==> src/rtl/button_conditioner.sv <==
// Pushbutton input conditioner feeding the processor's input bus buffer.
// Per bit: two-flop synchroniser, debounce counter, clean level, one-cycle
// rising-edge pulse and a sticky press flag cleared by the read strobe.
//
// Ports:
//   clk        in   1      system clock, rising edge
//   reset      in   1      asynchronous, active-high
//   btn_raw    in   WIDTH  raw asynchronous button levels (1 = pressed)
//   rd_ack     in   1      input-read strobe; clears btn_event at the next edge
//   btn_level  out  WIDTH  debounced level
//   btn_rise   out  WIDTH  one-cycle pulse on an accepted 0->1 of btn_level
//   btn_event  out  WIDTH  sticky press flags
//   data_out   out  WIDTH  value for the input buffer (btn_event or btn_level)
module button_conditioner #(
    parameter int unsigned WIDTH           = 4,
    parameter int unsigned DEBOUNCE_CYCLES = 16,
    parameter bit          STICKY          = 1'b1
) (
    input  logic             clk,
    input  logic             reset,
    input  logic [WIDTH-1:0] btn_raw,
    input  logic             rd_ack,
    output logic [WIDTH-1:0] btn_level,
    output logic [WIDTH-1:0] btn_rise,
    output logic [WIDTH-1:0] btn_event,
    output logic [WIDTH-1:0] data_out
);

    localparam int unsigned      CNT_W   = $clog2(DEBOUNCE_CYCLES);
    localparam logic [CNT_W-1:0] CNT_MAX = CNT_W'(DEBOUNCE_CYCLES - 1);

    logic [WIDTH-1:0] sync1;
    logic [WIDTH-1:0] sync2;
    logic [CNT_W-1:0] cnt      [WIDTH];
    logic [CNT_W-1:0] cnt_next [WIDTH];
    logic [WIDTH-1:0] accept;
    logic [WIDTH-1:0] level_next;
    logic [WIDTH-1:0] rise_set;
    logic [WIDTH-1:0] event_next;

    // Per-bit debounce: count while the synchronised value differs from the
    // accepted level; any return to the level restarts the window from zero.
    always_comb begin
        accept = '0;
        for (int i = 0; i < int'(WIDTH); i++) begin
            cnt_next[i] = '0;
            if (sync2[i] != btn_level[i]) begin
                if (cnt[i] == CNT_MAX) begin
                    accept[i] = 1'b1;
                end else begin
                    cnt_next[i] = cnt[i] + CNT_W'(1);
                end
            end
        end
    end

    // Accepted bits take the synchronised value; only a 0->1 accept pulses.
    // A new rise overrides a simultaneous read clear so no press is lost.
    always_comb begin
        level_next = (btn_level & ~accept) | (sync2 & accept);
        rise_set   = accept & sync2;
        event_next = (btn_event & ~{WIDTH{rd_ack}}) | rise_set;
    end

    // Synchroniser, counters and conditioned outputs.
    always_ff @(posedge clk or posedge reset) begin
        if (reset) begin
            sync1     <= '0;
            sync2     <= '0;
            btn_level <= '0;
            btn_rise  <= '0;
            btn_event <= '0;
            for (int i = 0; i < int'(WIDTH); i++) begin
                cnt[i] <= '0;
            end
        end else begin
            sync1     <= btn_raw;
            sync2     <= sync1;
            btn_level <= level_next;
            btn_rise  <= rise_set;
            btn_event <= event_next;
            for (int i = 0; i < int'(WIDTH); i++) begin
                cnt[i] <= cnt_next[i];
            end
        end
    end

    // Input-buffer view taken straight from registers, no added latency.
    assign data_out = STICKY ? btn_event : btn_level;

endmodule

==> config.mk <==
export PLATFORM = sky130hd
export DESIGN_NAME = button_conditioner
export DESIGN_NICKNAME = d
export VERILOG_FILES = /design/src/rtl/button_conditioner.sv
export SDC_FILE = /design/constraint.sdc
export NUM_CORES = 1
export LEC_CHECK = 0
export CORE_MARGIN = 8
export CORE_UTILIZATION = 45
export CTS_CLUSTER_SIZE = 20
export DETAILED_ROUTE_END_ITERATION = 8
export PLACE_DENSITY_LB_ADDON = 0.2
export SLEW_MARGIN = 5
export SYNTH_ARGS = -nofsm -noshare
export SYNTH_HDL_FRONTEND = slang
export SYNTH_SLANG_ARGS = --single-unit
==> constraint.sdc <==
create_clock -name clk -period 3.5 [get_ports clk]
set_input_delay 0.7 -clock clk [delete_from_list [all_inputs] [get_ports clk]]
set_output_delay 0.7 -clock clk [all_outputs]
set_load 0.02 [all_outputs]
==> flow_summary.toml <==
[routing]
wire_per_inst_um = 14.0
drtIter0Drc = 42
num_vias = 826
routed_wl_um = 2270
via_per_inst = 5.10
drtAntennaViolNets = 0
drtPass1Iterations = 3
drc = 0

[timing]
slew_headroom_pct = 54.8
worst_pin_slew_ps = 677
finalMaxSlewViolations = 0
setup_viol = 0
fmax_mhz = 479
fin_crit_sh_pct = 59.6
hold_violations = 0
setup_tns_ps = 0
rsz0062_at_grt = "no"
finClkSkew_ps = 2.03
min_period_ps = 2090
fin_ws_ps = 1410

[critical_path]
worstReg2RegStart = "cnt[8]"
crit_fanout = 4
required_ps = 2800
crit_cells = 1
path_buf_inv = 1
path_cells = "clkdlybuf4s50_1"
r2r_setup_slack_ps = 2260
path_class = "reg -> out"
cp-start-kind = "register"
cp_slowest_cell = "clkdlybuf4s50_1"
endpoint = "btn_level[1]"
slowest_delay_ps = 630
endpoint_kind = "output pin"
r2r_cells = 3
critPathTopFamily = "buffers and inverters"
cp.arrival_ps = 1390

[logic_synthesis]
syn_nets = 113
ys_types = 16
yosys_register_bits = 36
synth_area_per_cell_um2 = 13.8
yosysWarningCount = 0
syn-instance-count = 102
ys_seq_area_share_pct = 64.1
synth_area_um2 = 1410

[layout]
layout-drive-gt1-share_pct = 14.7
fin_cells = 162
final_common_cell = "dfrtp_1"
antenna_cells = 0
n_fill_cell = 248
layout_common_cells = "36 x dfrtp_1, 22 x clkdlybuf4s50_1, 8 x xnor2_1, 8 x a21oi_1, 6 x inv_1"
fin_nets = 139
syn_to_final_growth_pct = 21.2

[global_route]
grt_pass1_vias = 899
grt_max_degree = 20
antenna_found_initial = 0
overflow = 0
use_met1_pct = 11.4
grtUsageMet2_pct = 16.4
busiest_layer = "met2"
use_met3_pct = 3.31
grt_pass1_wl_um = 4040
track_usage_pct = 10.0

[pwr]
p_per_area_nw_per_um2 = 419
power.switching_mw = 0.162
netSwitchingFraction_pct = 22.6
ir_worst_vdd_uv = 227
internal_power_mw = 0.553
combPwrFrac_pct = 6.1
clock_power_share_pct = 31.4
pwr-share-seq_pct = 62.5
p_leak_nw = 0.764

[die]
die-area_um2 = 5170
core_um2 = 3000
io_pins = 23
dieWidth_um = 71.9
die_height_um = 71.9
start_util_pct = 46.8
placementRows = 20

[placement]
hpwl_um = 1720
dp_slack_ps = 1620
place_congestion = 0.713
io_buffers = 22
dpl.cell_count = 154

[min_path]
hold_path_class = "reg -> reg"

[clock_tree]
clock_latency_ps = 320
clock_sinks = 36
hold_buffers = 0
clockRootBuffer = "clkbuf_4"
clk_pin_slew_worst_paths_ps = 100
numCtsBuffers = 5
cts_tree = "done"
cts_resized = 0
postCtsSetupBuffers = 0
htreeDepth = 2
clockBufferDepth = 2

[run]
cap_violations = 0

[status]
run_status = "finished clean"
==> metrics by stage <==
| step | cell area (µm²) | total power, mW | hold WS, ps | util (%) |
|---|---|---|---|---|
| 6_report | 1700 | 0.715 | 363 | 56.8 |
| 5_1_grt | 1700 | 0.751 | 377 | 56.8 |
| 4_1_cts | 1700 | 0.726 | 367 | 56.8 |
| 3_5_place_dp | 1650 | 0.500 | 339 | 54.8 |
| 3_3_place_gp | 1650 | 0.496 | 332 | 54.8 |
| 2_1_floorplan | 1410 | 0.482 | 331 | - |
==> logic make-up after synthesis <==
logic type                 Yosys count  share of synthesized area (%)
buffers and inverters               10                           3.74
DFF                                 36                           64.1
AOI/OAI and AO/OA                   18                           7.65
muxes                                4                           3.20
adders and majority gates            4                           3.56
xor gates and xnor gates             8                           4.98
and+or+nand+nor                     22                           12.8
==> worst min-delay path by stage <==
stage                         from        to  cells past startpoint  slack (ps)
final                     sync1[2]  sync2[2]                      0         360
after global routing      sync1[3]  sync2[3]                      0         380
after detailed placement  sync1[3]  sync2[3]                      0         340
after global placement    sync1[0]  sync2[0]                      0         330
after floorplan           sync1[0]  sync2[0]                      0         330
after CTS                 sync1[2]  sync2[2]                      0         370
==> Yosys cell counts, drive strengths merged <==
library cell | number | share of area [%]
a21o | 4 | 2.1
a21oi | 8 | 2.8
a311oi | 2 | 1.2
buf | 4 | 2.1
dfrtp | 36 | 64
ha | 4 | 3.6
inv | 6 | 1.6
mux2 | 4 | 3.2
nand3 | 4 | 2.8
nand4b | 4 | 2.5
nor2 | 4 | 1.1
nor2b | 4 | 1.8
nor3b | 6 | 4.6
o21ai | 4 | 1.4
xnor2 | 8 | 5.0
==> per-layer routing <==
layer / wire [µm] / vias to the layer above
li1: - / 401
met1: 1020 / 404
met2: 1140 / 14
met3: 66 / 7
met4: 51 / 0
met5: 0 / -
==> cell type report <==
class / instances / area, µm² / area share, %
clock buffer: 8 / 58.8 / 3.45
inverter: 6 / 22.5 / 1.32
multi-input combinational: 56 / 453 / 26.6
sequential: 36 / 901 / 52.9
tap: 33 / 41.3 / 2.42
timing repair buffer: 23 / 228 / 13.4
==> power by group through the flow <==
| stage | combinational [mW] | sequential [mW] | clock (mW) |
|---|---|---|---|
| final | 0.0439 | 0.446 | 0.224 |
| after floorplan | 0.0308 | 0.451 | 0 |
| after global placement | 0.0433 | 0.453 | 0 |
| after global routing | 0.0526 | 0.450 | 0.249 |
| after CTS | 0.0455 | 0.447 | 0.234 |
| after detailed placement | 0.0451 | 0.455 | 0 |
No activity file was read; power rests on OpenSTA's default activity.
==> RTL edit 1 (same flow settings) <==
Put one more register stage on the output `btn_level`, without a reset. The value now appears one clock later. The other outputs are not delayed to match. Comments in the files are not updated.
--- a/src/rtl/button_conditioner.sv
+++ b/src/rtl/button_conditioner.sv
@@ -30,4 +30,6 @@
     localparam logic [CNT_W-1:0] CNT_MAX = CNT_W'(DEBOUNCE_CYCLES - 1);
 
+    logic [WIDTH-1:0] btn_level_s0;
+
     logic [WIDTH-1:0] sync1;
     logic [WIDTH-1:0] sync2;
@@ -45,5 +47,5 @@
         for (int i = 0; i < int'(WIDTH); i++) begin
             cnt_next[i] = '0;
-            if (sync2[i] != btn_level[i]) begin
+            if (sync2[i] != btn_level_s0[i]) begin
                 if (cnt[i] == CNT_MAX) begin
                     accept[i] = 1'b1;
@@ -58,5 +60,5 @@
     // A new rise overrides a simultaneous read clear so no press is lost.
     always_comb begin
-        level_next = (btn_level & ~accept) | (sync2 & accept);
+        level_next = (btn_level_s0 & ~accept) | (sync2 & accept);
         rise_set   = accept & sync2;
         event_next = (btn_event & ~{WIDTH{rd_ack}}) | rise_set;
@@ -68,5 +70,5 @@
             sync1     <= '0;
             sync2     <= '0;
-            btn_level <= '0;
+            btn_level_s0 <= '0;
             btn_rise  <= '0;
             btn_event <= '0;
@@ -77,5 +79,5 @@
             sync1     <= btn_raw;
             sync2     <= sync1;
-            btn_level <= level_next;
+            btn_level_s0 <= level_next;
             btn_rise  <= rise_set;
             btn_event <= event_next;
@@ -87,5 +89,9 @@
 
     // Input-buffer view taken straight from registers, no added latency.
-    assign data_out = STICKY ? btn_event : btn_level;
+    assign data_out = STICKY ? btn_event : btn_level_s0;
+
+    always_ff @(posedge clk) begin
+        btn_level <= btn_level_s0;
+    end
 
 endmodule
Function: no difference found for any inputs over 10 cycles, from zero or initial values and one cycle with reset high; that may be too few to reach the edited logic, so the function may still have changed.
==> RTL edit 1 against the original RTL <==
  * Worst setup slack improved by 0.052 ns
  * Critical path depth unchanged
  * Routed wire length increased by 0.57%
  * Non-clock buffer count unchanged
  * Sequential power increased by 10%
  * Synthesized area increased by 5.7%
  * Sequential cell count increased by 4
  * Combinational power about the same
  * Total power increased by 4.4%
  * Final area increased by 4.9%
  * Count of clock-buffer cells in the layout decreased by 2
  * Highest routed layer unchanged
==> RTL edit 1: results (changes against the original RTL) <==
* Sw Pwr at 0.1730 mW (+7.0%)
* Final hold slack at 0.3568 ns (-0.006239 ns)
* Met1 Wirelength at 982 µm (-3.6%)
* GRT Util Overall at 0.09514 (-0.004916)
* Register area share after synthesis at 0.6599 (+0.01936)
* Placed Area at 0.001742 mm² (+5.9%)
* M3 GR Usage at 0.03820 (+0.005141)
* Syn nets at 117 (+3.5%)
* Largest net degree at the start of global routing at 37 (+85%)
* Vias in the first global route at 871 (-3.1%)
* CP max stage cell: clkdlybuf4s50_1
* Gpl congestion at 0.6889 (-3.3%)
* Layout cells sized above 1 at 0.1364 (-0.01092)
* Top post-synthesis cells by area: dfrtp_1, dfxtp_1, xnor2_1, ha_1, nor3b_2
* Peak supply drop at 216.1 µV (-4.7%)
* Met1 Use GR at 0.09595 (-0.01839)
* Clk pwr at 0.211 mW (-6%)
* Nets at 143 (+2.9%)
* Final WL at 2285 µm (+0.57%)
* CP peak stage delay at 0.61 ns (-0.02 ns)
* M2 GR Usage at 0.1506 (-0.01338)
* Filler Cell Count at 282 (+14%)
* Worst-Skew Late Latency at 0.34 ns (+0.02 ns)
* Critical path data arrival time at 1.33 ns (-0.06 ns)
* Drt first-iter violations at 39 (-7.1%)
* Worst reg2reg path depth at 3 (unchanged)
* Combinational power at 0.0438 mW (about the same)
* Worst slew pin tran at 0.4460 ns (-0.2313 ns)
* Inst Count DP at 171 (+11%)
* Drt first pass iters at 2 (-1)
* Post-placement setup slack at 1.837 ns (+0.2169 ns)
* Largest delay share family, worst path: buffers and inverters
* Library cells used by synthesis at 19 (+3)
* Reg-to-reg critical path startpoint: cnt[0]$_DFF_PP0_
* Power per standard cell area at 417.3 mW/mm² (-0.49%)
* First-pass GRT wire length at 3781 µm (-6.3%)
* P_leak at 0.7959 nW (+4.2%)
* DR vias/cell at 4.758 (-6.7%)
* Met3 WL at 129 µm (+95%)
* Number of flip-flops in the largest register at 16
* Post-layout minimum cycle time at 2.034 ns (-0.05231 ns)
* Mean post-synth cell area at 14.02 µm² (+1.7%)
* Worst Setup SP: btn_event[1]$_DFF_PP0_
* Final Non-Filler Cells at 178 (+9.9%)
* Fin Clk Skew at 0.006240 ns (+0.004207 ns)
* Routed wl met2 at 1104 µm (-2.8%)
* DP HPWL at 1601 µm (-6.9%)
* Worst Setup EP: data_out[1]
* Outcome: finished, final reports clean
## RTL edit 1: changes by cell type in the layout (fill, tap and decap cells not counted), sizes merged
cell | unedited run | this run
dfxtp | 0 | 4
clkbuf | 8 | 6
a311oi | 2 | 1
and2b | 0 | 1
nor2b | 4 | 3
clkinv | 0 | 1
nor3b | 6 | 7
## RTL edit 1: cell type report
class	count	area [µm²]	share of cell area
inverter	6	22.52	0.01260
multi-input combinational	56	452.9	0.2533
clock inverter	1	5.005	0.002799
sequential	40	980.9	0.5486
clock buffer	6	41.29	0.02309
tap	46	57.56	0.03219
timing repair buffer	23	227.7	0.1274
## RTL edit 1: cells by family (layout without fill, tap and decap cells)
group | count (synthesis) | count (layout) | synth area share
AOI/OAI and AO/OA | 17 | 17 | 0.06650
adders and majority gates | 4 | 4 | 0.03367
xor gates and xnor gates | 8 | 8 | 0.04714
DFF | 40 | 40 | 0.6599
and+or+nand+nor | 23 | 23 | 0.1271
muxes | 4 | 4 | 0.03030
buffers and inverters | 10 | 36 | 0.03535
==> RTL edit 2 (config.mk and constraints unchanged) <==
Made on the original files. Change the parameter `WIDTH` from 4 to 8.
--- a/src/rtl/button_conditioner.sv
+++ b/src/rtl/button_conditioner.sv
@@ -13,5 +13,5 @@
 //   data_out   out  WIDTH  value for the input buffer (btn_event or btn_level)
 module button_conditioner #(
-    parameter int unsigned WIDTH           = 4,
+    parameter int unsigned WIDTH           = 8,
     parameter int unsigned DEBOUNCE_CYCLES = 16,
     parameter bit          STICKY          = 1'b1
Interface: changed (5 resized); port bits go from 23 to 43. The function was not compared with the original's and may differ.
==> RTL edit 2 against the original RTL <==
  * Worst setup slack better by 0.0040 ns
  * Critical path depth unchanged
  * Synthesized area up 99%
  * Sequential power up 100%
  * Count of clock-buffer cells in the layout up 5
  * Sequential cell count up 36
  * Total power up 130%
  * Final area up 100%
  * Non-clock buffer count up 21
  * Clock skew up 0.0026 ns
  * Combinational power up 96%
  * Routed wire length up 99%
  * Clock power rose to 2.9 times the old value
==> RTL edit 2: results (changes against the original RTL) <==
* Drt first pass iters at 4 (+1)
* Commonest cells in the netlist: dfrtp_1, xnor2_1, a21oi_1, a21o_1, inv_1
* CP max stage cell: clkdlybuf4s50_1
* Post-synthesis async set-or-reset flop share at 1.000 (unchanged)
* Drt wl/cell at 13.84 µm (-1.3%)
* Drt first-iter violations at 70 (+67%)
* P_leak at 1.554 nW (+100%)
* N_diodes at 0 (unchanged)
* Peak supply drop at 271.7 µV (+20%)
* Mean post-synth cell area at 13.99 µm² (+1.5%)
* DR vias/cell at 4.982 (-2.3%)
* Register area share after synthesis at 0.6440 (+0.003438)
* Vias in the first global route at 1,774 (+97%)
* Reg-to-reg critical path startpoint: cnt[12]$_DFF_PP0_
* Nets at 266 (+91%)
* H-tree depth at 3 (+1)
* Gpl congestion at 0.7437 (+4.4%)
* Largest net degree at the start of global routing at 28 (+40%)
* Clk root buf: clkbuf_8
* Sw Pwr at 0.3487 mW (+120%)
* PortBufs at 42 (+91%)
* Final Non-Filler Cells at 327 (+100%)
* Filler Cell Count at 511 (+110%)
* Clock Path Buffers at 2 (unchanged)
* CTS Buf Count at 9 (+4)
* CP peak stage delay at 0.63 ns (about the same)
* Antenna violations before repair at 0 (unchanged)
* Library cells used by synthesis at 17 (+1)
* Worst-path clk slew at 0.07 ns (-0.03 ns)
* Largest delay share family, worst path: buffers and inverters
* GRT Util Overall at 0.1167 (+0.01668)
* Cts repair resizes at 0 (unchanged)
* Inst Count DP at 311 (+100%)
* Layout cells sized above 1 at 0.1627 (+0.01541)
* DP HPWL at 3255 µm (+89%)
* Worst-Skew Late Latency at 0.33 ns
* Syn nets at 219 (+94%)
* Post-CTS setup buffers at 0 (unchanged)
* Top post-synthesis cells by area: dfrtp_1, xnor2_1, ha_1, nor3b_2, mux2_2
* First-pass GRT wire length at 8128 µm (+100%)
* Fin Clk Skew at 0.004650 ns (+0.002617 ns)
* Max_slew headroom at 0.6377 (+0.08973)
* Outcome: finished, final reports clean
## RTL edit 2: changes by cell type in the layout (fill, tap and decap cells not counted), moves of 5 or more
cell | unedited run | this run
dfrtp_1 | 36 | 72
clkbuf_4 | 5 | 0
clkdlybuf4s50_1 | 22 | 42
clkbuf_8 | 1 | 11
xnor2_1 | 8 | 16
a21oi_1 | 8 | 14
a21o_1 | 4 | 9
## RTL edit 2: path summary, 6_finish.rpt
path,to,slack (ns),cells past startpoint
max in group asynchronous,cnt[10]$_DFF_PP0_,2.05,3
min in group asynchronous,asynchronous set/reset pin,0.73,2
worst min register to register,sync2[2]$_DFF_PP0_,0.35,0
worst min-delay path,sync2[2]$_DFF_PP0_,0.35,0
worst max register to register,register,2.26,3
worst max-delay path,btn_level[7],1.42,1
## RTL edit 2: area by class of cell
type                            instances  area share
Clock inverter                          3     0.01155
Multi-Input combinational cell        111      0.2603
Timing Repair Buffer                   44      0.1256
Sequential cell                        72      0.5199
Clock buffer                           13     0.04585
Tap cell                               75     0.02708
Inverter                                9    0.009747
## RTL edit 2: power groups by stage
stage | registers, mW | logic [mW] | clock network, mW
final | 0.894 | 0.0862 | 0.642
after global routing | 0.898 | 0.101 | 0.704
after CTS | 0.893 | 0.0888 | 0.670
after detailed placement | 0.908 | 0.0880 | 0
after global placement | 0.907 | 0.0863 | 0
after floorplan | 0.902 | 0.0611 | 0
## RTL edit 2: cells by family after synthesis
| group | Yosys count | share of synthesized area |
|---|---|---|
| mux | 8 | 0.03220 |
| simple gates | 45 | 0.1310 |
| buf+inv | 17 | 0.03354 |
| flops | 72 | 0.6440 |
| fa+ha+maj | 8 | 0.03578 |
| xor+xnor | 16 | 0.05009 |
| compound gates | 34 | 0.07335 |
## RTL edit 2: metal layers
| layer | track usage | vias to the layer above | wire length [µm] | share of wire |
|---|---|---|---|---|
| met5 | 0 | - | 0 | 0 |
| met2 | 0.1802 | 32 | 2103 | 0.46 |
| met4 | 0.07802 | 0 | 102 | 0.023 |
| li1 | - | 788 | - | - |
| met3 | 0.03016 | 8 | 190 | 0.042 |
| met1 | 0.1416 | 801 | 2130 | 0.47 |
## RTL edit 2: stage by stage
step           instance area [µm²]  setup slack (ns)
6_report                      3466             1.417
5_1_grt                       3466             1.348
4_1_cts                       3466             1.383
3_5_place_dp                  3267             1.632
3_3_place_gp                  3267             1.651
2_1_floorplan                 2798            0.9751
